### src/rtl/tile_writer.sv
// Tile colour writer: read-modify-write of a 2-bit tile field in the shared VRAM,
// with an optional whole-screen fill compiled in by TILE_WRITER_FILL_EN.
module tile_writer #(
    parameter int TILES_H = 28,
    parameter int TILES_V = 18,
    localparam int TILES_TOTAL = TILES_H * TILES_V,
    localparam int VRAM_SIZE   = (TILES_TOTAL + 3) / 4,
    localparam int AW          = $clog2(VRAM_SIZE),
    localparam int TW          = $clog2(TILES_TOTAL)
) (
    input  logic          clk,
    input  logic          rst,
    input  logic          cmd_valid,
    output logic          cmd_ready,
    input  logic          cmd_op,
    input  logic [TW-1:0] cmd_tile,
    input  logic [1:0]    cmd_color,
    output logic          done,
    output logic          err,
    output logic [AW-1:0] vram_addr,
    output logic [7:0]    vram_wdata,
    output logic          vram_wenable,
    input  logic [7:0]    vram_rdata
);

    localparam logic [TW-1:0] LAST_TILE = TW'(TILES_TOTAL - 1);

`ifdef TILE_WRITER_FILL_EN
    localparam logic [AW-1:0] LAST_ADDR = AW'(VRAM_SIZE - 1);
    typedef enum logic [1:0] {IDLE, READ, WRITE, FILL} state_t;
`else
    typedef enum logic [1:0] {IDLE, READ, WRITE} state_t;
`endif

    state_t        state_q, state_d;
    logic          op_q, op_d;
    logic [TW-1:0] tile_q, tile_d;
    logic [1:0]    color_q, color_d;
    logic [7:0]    rdata_q, rdata_d;
`ifdef TILE_WRITER_FILL_EN
    logic [AW-1:0] cnt_q, cnt_d;
`endif

    // A SET only writes when it is a SET and the tile exists; anything else ends in READ.
    logic          set_ok;
    logic [AW-1:0] tile_addr;
    logic [2:0]    shift;
    logic [7:0]    field_mask;
    logic [7:0]    merged;

    assign set_ok     = !op_q && (tile_q <= LAST_TILE);
    assign tile_addr  = AW'(tile_q >> 2);
    assign shift      = {tile_q[1:0], 1'b0};
    assign field_mask = 8'h03 << shift;
    assign merged     = (rdata_q & ~field_mask) | ({6'b0, color_q} << shift);

    // NOTE: every always_comb output gets a default first so no path leaves it unassigned (no latch).
    always_comb begin
        state_d = state_q;
        op_d    = op_q;
        tile_d  = tile_q;
        color_d = color_q;
        rdata_d = rdata_q;
`ifdef TILE_WRITER_FILL_EN
        cnt_d   = cnt_q;
`endif
        case (state_q)
            IDLE: begin
                if (cmd_valid) begin
                    op_d    = cmd_op;
                    tile_d  = cmd_tile;
                    color_d = cmd_color;
`ifdef TILE_WRITER_FILL_EN
                    if (cmd_op) begin
                        state_d = FILL;
                        cnt_d   = '0;
                    end else begin
                        state_d = READ;
                    end
`else
                    state_d = READ;
`endif
                end
            end
            READ: begin
                rdata_d = vram_rdata;
                state_d = set_ok ? WRITE : IDLE;
            end
            WRITE: state_d = IDLE;
`ifdef TILE_WRITER_FILL_EN
            FILL: begin
                // Hold at the last address rather than wrapping.
                if (cnt_q == LAST_ADDR) state_d = IDLE;
                else                    cnt_d   = cnt_q + 1'b1;
            end
`endif
            default: state_d = IDLE;
        endcase
    end

    // Outputs decode the registered state only, so no input reaches an output combinationally.
    always_comb begin
        cmd_ready    = (state_q == IDLE);
        done         = 1'b0;
        err          = 1'b0;
        vram_wenable = 1'b0;
        vram_addr    = '0;
        vram_wdata   = 8'h00;
        case (state_q)
            READ: begin
                vram_addr = tile_addr;
                if (!set_ok) begin
                    done = 1'b1;
                    err  = 1'b1;
                end
            end
            WRITE: begin
                vram_addr    = tile_addr;
                vram_wenable = 1'b1;
                vram_wdata   = merged;
                done         = 1'b1;
            end
`ifdef TILE_WRITER_FILL_EN
            FILL: begin
                vram_addr    = cnt_q;
                vram_wenable = 1'b1;
                vram_wdata   = {4{color_q}};
                done         = (cnt_q == LAST_ADDR);
            end
`endif
            default: ;
        endcase
    end

    // NOTE: sequential state uses non-blocking assignments so every flop samples pre-edge values.
    always_ff @(posedge clk or posedge rst) begin
        if (rst) begin
            state_q <= IDLE;
            op_q    <= 1'b0;
            tile_q  <= '0;
            color_q <= 2'b00;
            rdata_q <= 8'h00;
`ifdef TILE_WRITER_FILL_EN
            cnt_q   <= '0;
`endif
        end else begin
            state_q <= state_d;
            op_q    <= op_d;
            tile_q  <= tile_d;
            color_q <= color_d;
            rdata_q <= rdata_d;
`ifdef TILE_WRITER_FILL_EN
            cnt_q   <= cnt_d;
`endif
        end
    end

endmodule

### config.mk
export PLATFORM = sky130hd
export DESIGN_NAME = tile_writer
export DESIGN_NICKNAME = d
export VERILOG_FILES = /design/src/rtl/tile_writer.sv
export SDC_FILE = /design/constraint.sdc
export NUM_CORES = 1
export LEC_CHECK = 0
export BUFFER_PORTS_ARGS = -buffer_cell sky130_fd_sc_hd__buf_2
export CORE_MARGIN = 3
export CORE_UTILIZATION = 45
export DETAILED_ROUTE_END_ITERATION = 16
export PLACE_DENSITY = 0.78
export SETUP_SLACK_MARGIN = 0.3
export SLEW_MARGIN = 20
export SYNTH_ARGS = -nofsm -noshare
export SYNTH_HDL_FRONTEND = slang
export SYNTH_SLANG_ARGS = --single-unit
export TNS_END_PERCENT = 50
### constraint.sdc
create_clock -name clk -period 2.1 [get_ports clk]
set_clock_uncertainty 0.05 [all_clocks]
set_input_delay 0.105 -clock clk [delete_from_list [all_inputs] [get_ports clk]]
set_output_delay 0.105 -clock clk [all_outputs]
set_load 0.01 [all_outputs]
# Word-level counts from Yosys, hierarchy flattened
# Cells that the tools add are included.
classes:
  mux: 9
  n_lt_le_gt_ge: 1
  shift: 2
  n_div: 0
  n_eq_ne: 3
  multipliers: 0
  n_reduce_logical: 5
  n_bitwise: 3
  n_addsub: 0
ops:
  columns: ["op", "count"]
  rows:
  - ["<= comparator 9 bit (second input constant)", 1]
  - ["AND 8 bit", 1]
  - ["2-to-1 mux 8 bit", 1]
  - ["NOT 8 bit", 1]
  - ["bitwise OR 8 bit", 1]
  - ["<< shifter 2 x 3 -> 8 bit", 1]
  - ["<< shifter 2 x 3 -> 8 bit (first input constant)", 1]
  - ["2-to-1 mux 7 bit", 1]
  - ["2-to-1 mux 2 bit", 2]
  - ["case mux 2 bit (2 select lines)", 1]
  - ["2-to-1 mux 1 bit", 3]
  - ["== test 2 x 1 -> 1 bit (second input constant)", 1]
  - ["== test 2 bit (second input constant)", 1]
  - ["logical NOT 2 bit", 1]
  - ["inequality test 2 bit (second input constant)", 1]
  - ["case mux 1 bit (2 select lines)", 1]
  - ["AND reduction 2 bit", 1]
  - ["OR reduction 2 bit", 1]
  - ["logical AND 1 bit", 1]
  - ["logical NOT 1 bit", 1]
word_totals:
  wordCells: 28
  output_inout_bits: 19
  regBits: 22
  latchBits: 0
  ram_bits: 0
  rom_bits: 0
  n_memories: 0
  in_bits: 23

# Longest topological paths before layout
# Gate-level depths: netlist of the first run.
depth:
  depth_word: 5
  depth_mapped: 5
  depth_no_buf: 5

# Worst setup path after synthesis of the first run
# No wires, ideal clock.
synth_timing:
  path_kind: "reg-to-reg"
  from: "reg state_q[0]"
  to: "reg color_q[1]"
  t_arrival_ns: 1.235
  stages_incl_launch_ff: 6
  period_less_slack_ns: 1.410
  path_buffers: 1
  setup_time_ns: 0.125
  path_slack_ns: 0.690
  required_time_ns: 1.925
  cell_sequence: "dfrtp_1 > inv_1 > ha_1 > nand2_2 > buf_6 > mux2_4"
synth_via:
  elab_chain_len: 2
synth_lines:
  columns: ["element", "line_no", "source"]
  rows:
  - ["start: declaration", "35", "state_t state_q, state_d;"]
  - ["start signal: assignment", "147", "state_q <= state_d;"]
  - ["logical NOT 2 bit", null, null]
  - ["via cmd_ready", "14", "output logic cmd_ready,"]
  - ["AND reduction 2 bit (no source line)", null, null]
  - ["end signal: assignment", "150", "color_q <= color_d;"]
  - ["end: declaration", "38", "logic [1:0] color_q, color_d;"]
# The timed path passes the listed nets, and every way through them passes these cells.
# A chain may end at the register's enable or synchronous reset.

# Worst setup path after layout of the first run
layout_timing:
  from: "reg state_q[0]"
  to: "out vram_wdata[0]"
layout_via:
  elab_chain_len: 2
layout_lines:
  columns: ["element", "line_no", "source"]
  rows:
  - ["== test 2 bit", "109", "case (state_q)"]
  - ["2-to-1 mux 8 bit", "109", null]
  - ["end: declaration", "21", "output logic [7:0] vram_wdata,"]
# Every way passes these cells.

==> results of run 1 <==
[per-stage QoR]
step	instances	setup WS [ps]	instance area (um^2)
2_1_floorplan	96	690.2	1180
3_3_place_gp	160	607.6	1385
3_5_place_dp	160	505.2	1385
4_1_cts	184	339.9	1620
5_1_grt	185	320.2	1653
6_report	185	432.5	1653
[cell usage after synthesis (all sizes together), types with 2 or more instances]
cell type,number,area (um^2)
nor2b,5,31.28
and2,7,43.79
dfrtp,22,550.5
buf,4,31.27
mux2,20,262.8
nand2,8,32.54
mux2i,4,40.04
nand2b,2,27.53
o21a,3,22.52
o21ai,2,10.01
ha,3,37.54
inv,4,15.01
nand3,2,10.01
a21boi,4,30.03
nor2,2,7.510
[flip-flops by register name (all words and copies together), names as in the netlist]
name / flops
tile_q: 9
rdata_q: 8
color_q: 2
state_q: 2
op_q: 1
[placed cells by master (no fill, tap or decap), drive strengths merged, types with 4 or more instances in the layout]
cell type,count
buf,42
nand2,8
nor2b,5
inv,4
dfrtp,22
mux2,20
and2,7
a21boi,4
mux2i,4
dlygate4sd3,21
[cells by family after synthesis]
family,count (synthesis)
compound gates,11
fa+ha+maj,3
mux,24
buf+inv,9
simple gates,27
flops,22
[per-layer routing]
layer | GRT usage, % | up-vias
li1 | - | 448
met2 | 34.26 | 26
met5 | 0 | -
met1 | 21.44 | 440
met3 | 2.489 | 2
met4 | 6.954 | 0
[worst max-delay path: cells and delay by family, from the launching register on]
family | cells | cell delay [ps]
buffers and inverters | 2 | 290
flip-flops | 1 | 400
adder cells (fa/ha/maj) | 1 | 310
AO/OA/AOI/OAI | 1 | 210
[worst paths after layout]
path	to	slack [ps]	cells after the start
setup / recovery	vram_wdata[0]	430	4
hold / removal	state_q[0]	6	2
setup reg to reg	tile_q[7]	560	4
hold reg to reg	rdata_q[6]	470	1
max in group asynchronous	op_q	1040	3
min in group asynchronous	tile_q[2]	450	3
[timing repair]
item                       4_1_cts  5_1_grt
gates resized for setup          1        4
pin swaps                        0        0
buffers inserted                 0        1
hold buffers                    21        0
hold endpoints to repair        42        0
setup endpoints to repair        1        5
[area by class of cell]
class | count | area share, %
multi-input combinational | 65 | 36.71
sequential | 22 | 33.31
timing repair buffer | 63 | 25.59
tap | 28 | 2.120
clock buffer | 3 | 1.363
inverter | 4 | 0.9084
[power by group]
part	switching (uW)	internal (uW)	total (uW)	leakage, uW
clock	123	66.8	190	0.0000138
sequential	205	641	846	0.000260
combinational	533	732	1270	0.000559
==> results.md, run 1 <==
* Status: complete, no violations
* Gr usage total at 18.49%
* RSZ-0062 raised after global routing: false
* Period minus WS final at 1668 ps
* Layout cells sized above 1 at 45.22%
* Met3 routed WL at 109 um
* Crit-path max FO at 11
* Crit path required time at 1950 ps
* First-pass GRT wire length at 4664 um
* Max Slew Vio Count at 0
* CP cell instances: inv_1, ha_2, a21boi_0, buf_2
* Final hold slack at 5.547 ps
* Ys Warns at 0
* # rows at 17
* Clock Path Buffers at 2
* Setup crit end kind: output pin
* H-tree lvl count at 1
* #FFs+latches synth at 22
* Initial antenna violation count at 0
* Number of flops mapped to enable cells by yosys at 0
* Final Hold Viols at 0
* Synth-to-layout area growth at 40.09%
* Syn Nets at 122
* Die width at 57.21 um
* Avg Inst Size Synth at 12.29 um^2
* Top FF cell, synth: dfrtp_1
* Max-cap violations at 0
* Top Layer Used: met4
* Hold crit path type: in2reg
* Clk sinks at 22
* Adder-Cell Fraction of Synth Area at 3.181%
* WS Path Type: reg2out
* Sequential element share of the synthesized area at 46.66%
* DRT met1 WL at 1128 um
* Core Footprint at 2340 um^2
* Fin crit share at 79.41%
* Met2 wire len at 1483 um
* Nets at 185
* CP Launch Type: flop
* WP data arrival at 1510 ps
* Worst VDD drop at 0.9290 mV
* Vias/cell at 4.951
* Reg2reg start: state_q[1]
* Worst-Margin Slew at 823.3 ps
* GP Congestion at 0.6977
* Simple-gate share of the synthesized area at 13.47%
* Top-Level Pins at 42
* Detailed Route WL at 2743 um
* Die H at 57.21 um
* Ant diodes at 0
* Critical Path Start: state_q[0]
* Synth cell types at 23
* XOR/XNOR share of the synthesized area at 0%
* Total Power at 2301 uW
* Half-perimeter wire length after placement at 1842 um
* Remaining Overflow, GRT at 0
* Post-Route Utilization at 70.64%
* Post-synthesis mux area share at 25.66%
* Synth Instances at 96
* IO Port Bufs at 41
* Via count at 916
* WL/cell at 14.83 um
* Synth Area in Compound Gates at 6.787%
* CTS root buf: clkbuf_4
* DRC violations left at 0
* Mapped cell area at 1180 um^2
* Drt first pass iters at 3
* Initial Utilization at 50.43%
* PwrDens at 1392 nW/um^2
* Max incr delay on CP at 400 ps
* Iteration-0 DRC count of the detailed router at 15
* Hold wc startpoint: cmd_valid
* CTS tree: yes
* Number of global-route vias before repair at 1012
* Largest net degree at the start of global routing at 23
* Die area at 3272 um^2
* Post-Route Setup TNS at 0 ps
* FF/Latch Area at 550.5 um^2
* Clock latency on the worst-skew pair at 300 ps
* Leak Pwr at 0.0008327 uW
* Slew headroom at 45.05%
* Final setup violation count at 0
* Maximum clock rate at 599.7 MHz
* Multi-input logic area at 606.8 um^2
* Largest family of logic cells by synthesized area: multiplexers
* CTS Buf Count at 3
* Fillcell total at 170
* Clk slew on worst S/H paths at 110 ps
* Ys async rst share at 100.0%
* Antenna viol nets, final at 0
* Slowest-stage cell, CP: dfrtp_1
No activity file was read; power rests on OpenSTA's default activity.
==> inputs of run 2 (changes only) <==
- clock period: 2.1 -> 1.7 ns (I/O delays scaled with it)
==> run 2 against run 1 <==
Against the previous run:
- critical path type unchanged
- core utilization grew 5.6 points
- clock-buffer cell count is the same
- non-clock buffer count grew 9
- critical endpoint is now vram_addr[6]
==> results.md, run 2 (synthesized netlist as in run 1, its figures left out) <==
* Fin cells at 194
* Worst VDD drop at 1.192 mV
* Maximum clock rate at 624.2 MHz
* Remaining Overflow, GRT at 0
* Gr usage total at 18.84%
* Clock Path Buffers at 2
* Synth-to-layout area growth at 51.11%
* P_sw at 1163 uW
* IO Port Bufs at 41
* Antenna viol nets, final at 0
* CTS Buf Count at 3
* Final Hold Viols at 0
* Clk sinks at 22
* Commonest non-fill, non-tap cell in the layout: buf_2
* Crit path required time at 1560 ps
* Status: complete, no violations
* CTS root buf: clkbuf_4
* PwrDens at 1789 nW/um^2
* Max FFs per register at 9
* Half-perimeter wire length after placement at 1820 um
* Period minus WS final at 1602 ps
* Slew headroom at 46.59%
* Die width at 57.21 um
* Worst-Margin Slew at 800.2 ps
* Post-Route Utilization at 76.20%
* CP Launch Type: flop
* WP data arrival at 1470 ps
* First-pass GRT wire length at 4788 um
* Clock latency on the worst-skew pair at 300 ps
* Die H at 57.21 um
* Leak Pwr at 0.0008918 uW
* Post-Route Setup TNS at 0 ps
* Clk network pwr share at 7.2%
* Core Footprint at 2340 um^2
* Drt first pass iters at 4
* GP Congestion at 0.7410
* FF-to-FF End: rdata_q[7]
* Largest net degree at the start of global routing at 23
* Fin crit share at 94.24%
* RSZ-0062 raised after global routing: true
* Iteration-0 DRC count of the detailed router at 11
* Detailed Route WL at 2841 um
* Clk slew on worst S/H paths at 110 ps
* Critical Path Start: state_q[0]
* Hold crit path type: in2async
* Most frequent cells in the layout: 38 x buf_2, 22 x dlygate4sd3_1, 20 x dfrtp_1, 10 x mux2_4, 10 x mux2_2
* Max Slew Vio Count at 0
* DP Worst Slack at 192.5 ps
* Setup crit end kind: output pin
* Fillcell total at 155
* DRC violations left at 0
* WS Path Type: reg2out
* Sequential Power Share at 33.4%
* Layout cells sized above 1 at 52.41%
* WL/cell at 14.64 um
* R2r setup slk at 340 ps
* Initial Utilization at 50.43%
* Initial antenna violation count at 0
* Reg2reg start: state_q[1]
* # rows at 17
* Vias/cell at 4.845
* P_int at 2027 uW
* H-tree lvl count at 1
* Final worst setup slack at 97.89 ps
* Number of global-route vias before repair at 1044
* CTS tree: yes
* Worst Reg-to-Reg Cells at 4
* Ant diodes at 0
* Nets at 194
* Max-cap violations at 0
* Combinational power share at 59.4%
* Die area at 3272 um^2
* Via count at 940
* Sw frac at 36.46%
* Top-Level Pins at 42
* Final setup violation count at 0
* Biggest register: tile_q
* Cell count after placement at 161
* Top Registers: tile_q x9, rdata_q x8
* Crit-path max FO at 7
-- run 2: cell types whose count changed in the layout (fill, tap and decap cells not counted), sizes merged --
cell,previous run,this run
dlygate4sd3,21,22
buf,42,50
-- run 2: power groups by stage --
stage | logic (uW) | clock network, uW | registers, uW
2_1_floorplan | 1180 | 0 | 925
3_3_place_gp | 1390 | 0 | 1030
3_5_place_dp | 1430 | 0 | 1060
4_1_cts | 1790 | 236 | 1050
5_1_grt | 2050 | 251 | 1100
6_report | 1890 | 230 | 1070
-- run 2: routing by layer --
| metal | GRT usage, % | share of wire, % |
|---|---|---|
| met1 | 22.35 | 44 |
| met2 | 34.42 | 49 |
| met3 | 3.167 | 5.4 |
| met4 | 5.960 | 1.9 |
| met5 | 0 | 0 |
-- run 2: layout make-up --
type                    count  area, um^2  share of cell area, %
inverters                   4       15.01                 0.8421
multi-input cells          65       641.9                  36.00
well taps                  28       35.03                  1.965
flip-flops and latches     22       553.0                  31.02
repair buffers             72       515.5                  28.91
clock buffers               3       22.52                  1.263
-- run 2: worst max path at each step --
stage	cells after the start	end	slack [ps]
2_1_floorplan	5	color_q[1]	330
3_3_place_gp	4	rdata_q[3]	240
3_5_place_dp	4	color_q[0]	190
4_1_cts	4	done	110
5_1_grt	5	done	30
6_report	5	vram_addr[6]	100
-- run 2: what timing repair did --
item,4_1_cts,5_1_grt
buffers inserted,7,1
pin swaps,9,2
hold buffers,22,0
endpoints found under the hold margin,43,0
setup endpoints to repair,36,34
resized for setup,16,9
-- run 2: stage by stage --
step	instance area (um^2)	hold slack (ps)	total power [uW]
3_5_place_dp	1395	234.4	2485
6_report	1783	419.3	3190
4_1_cts	1753	439.6	3070
5_1_grt	1783	493.6	3397
3_3_place_gp	1395	225.0	2420
2_1_floorplan	1182	24.23	2101
-- run 2: critical path, cell delays in order, from the launching register on --
cell and delay, ps:
dfrtp_1 410, inv_2 110, ha_4 240, buf_4 140, and2_1 130, buf_2 130
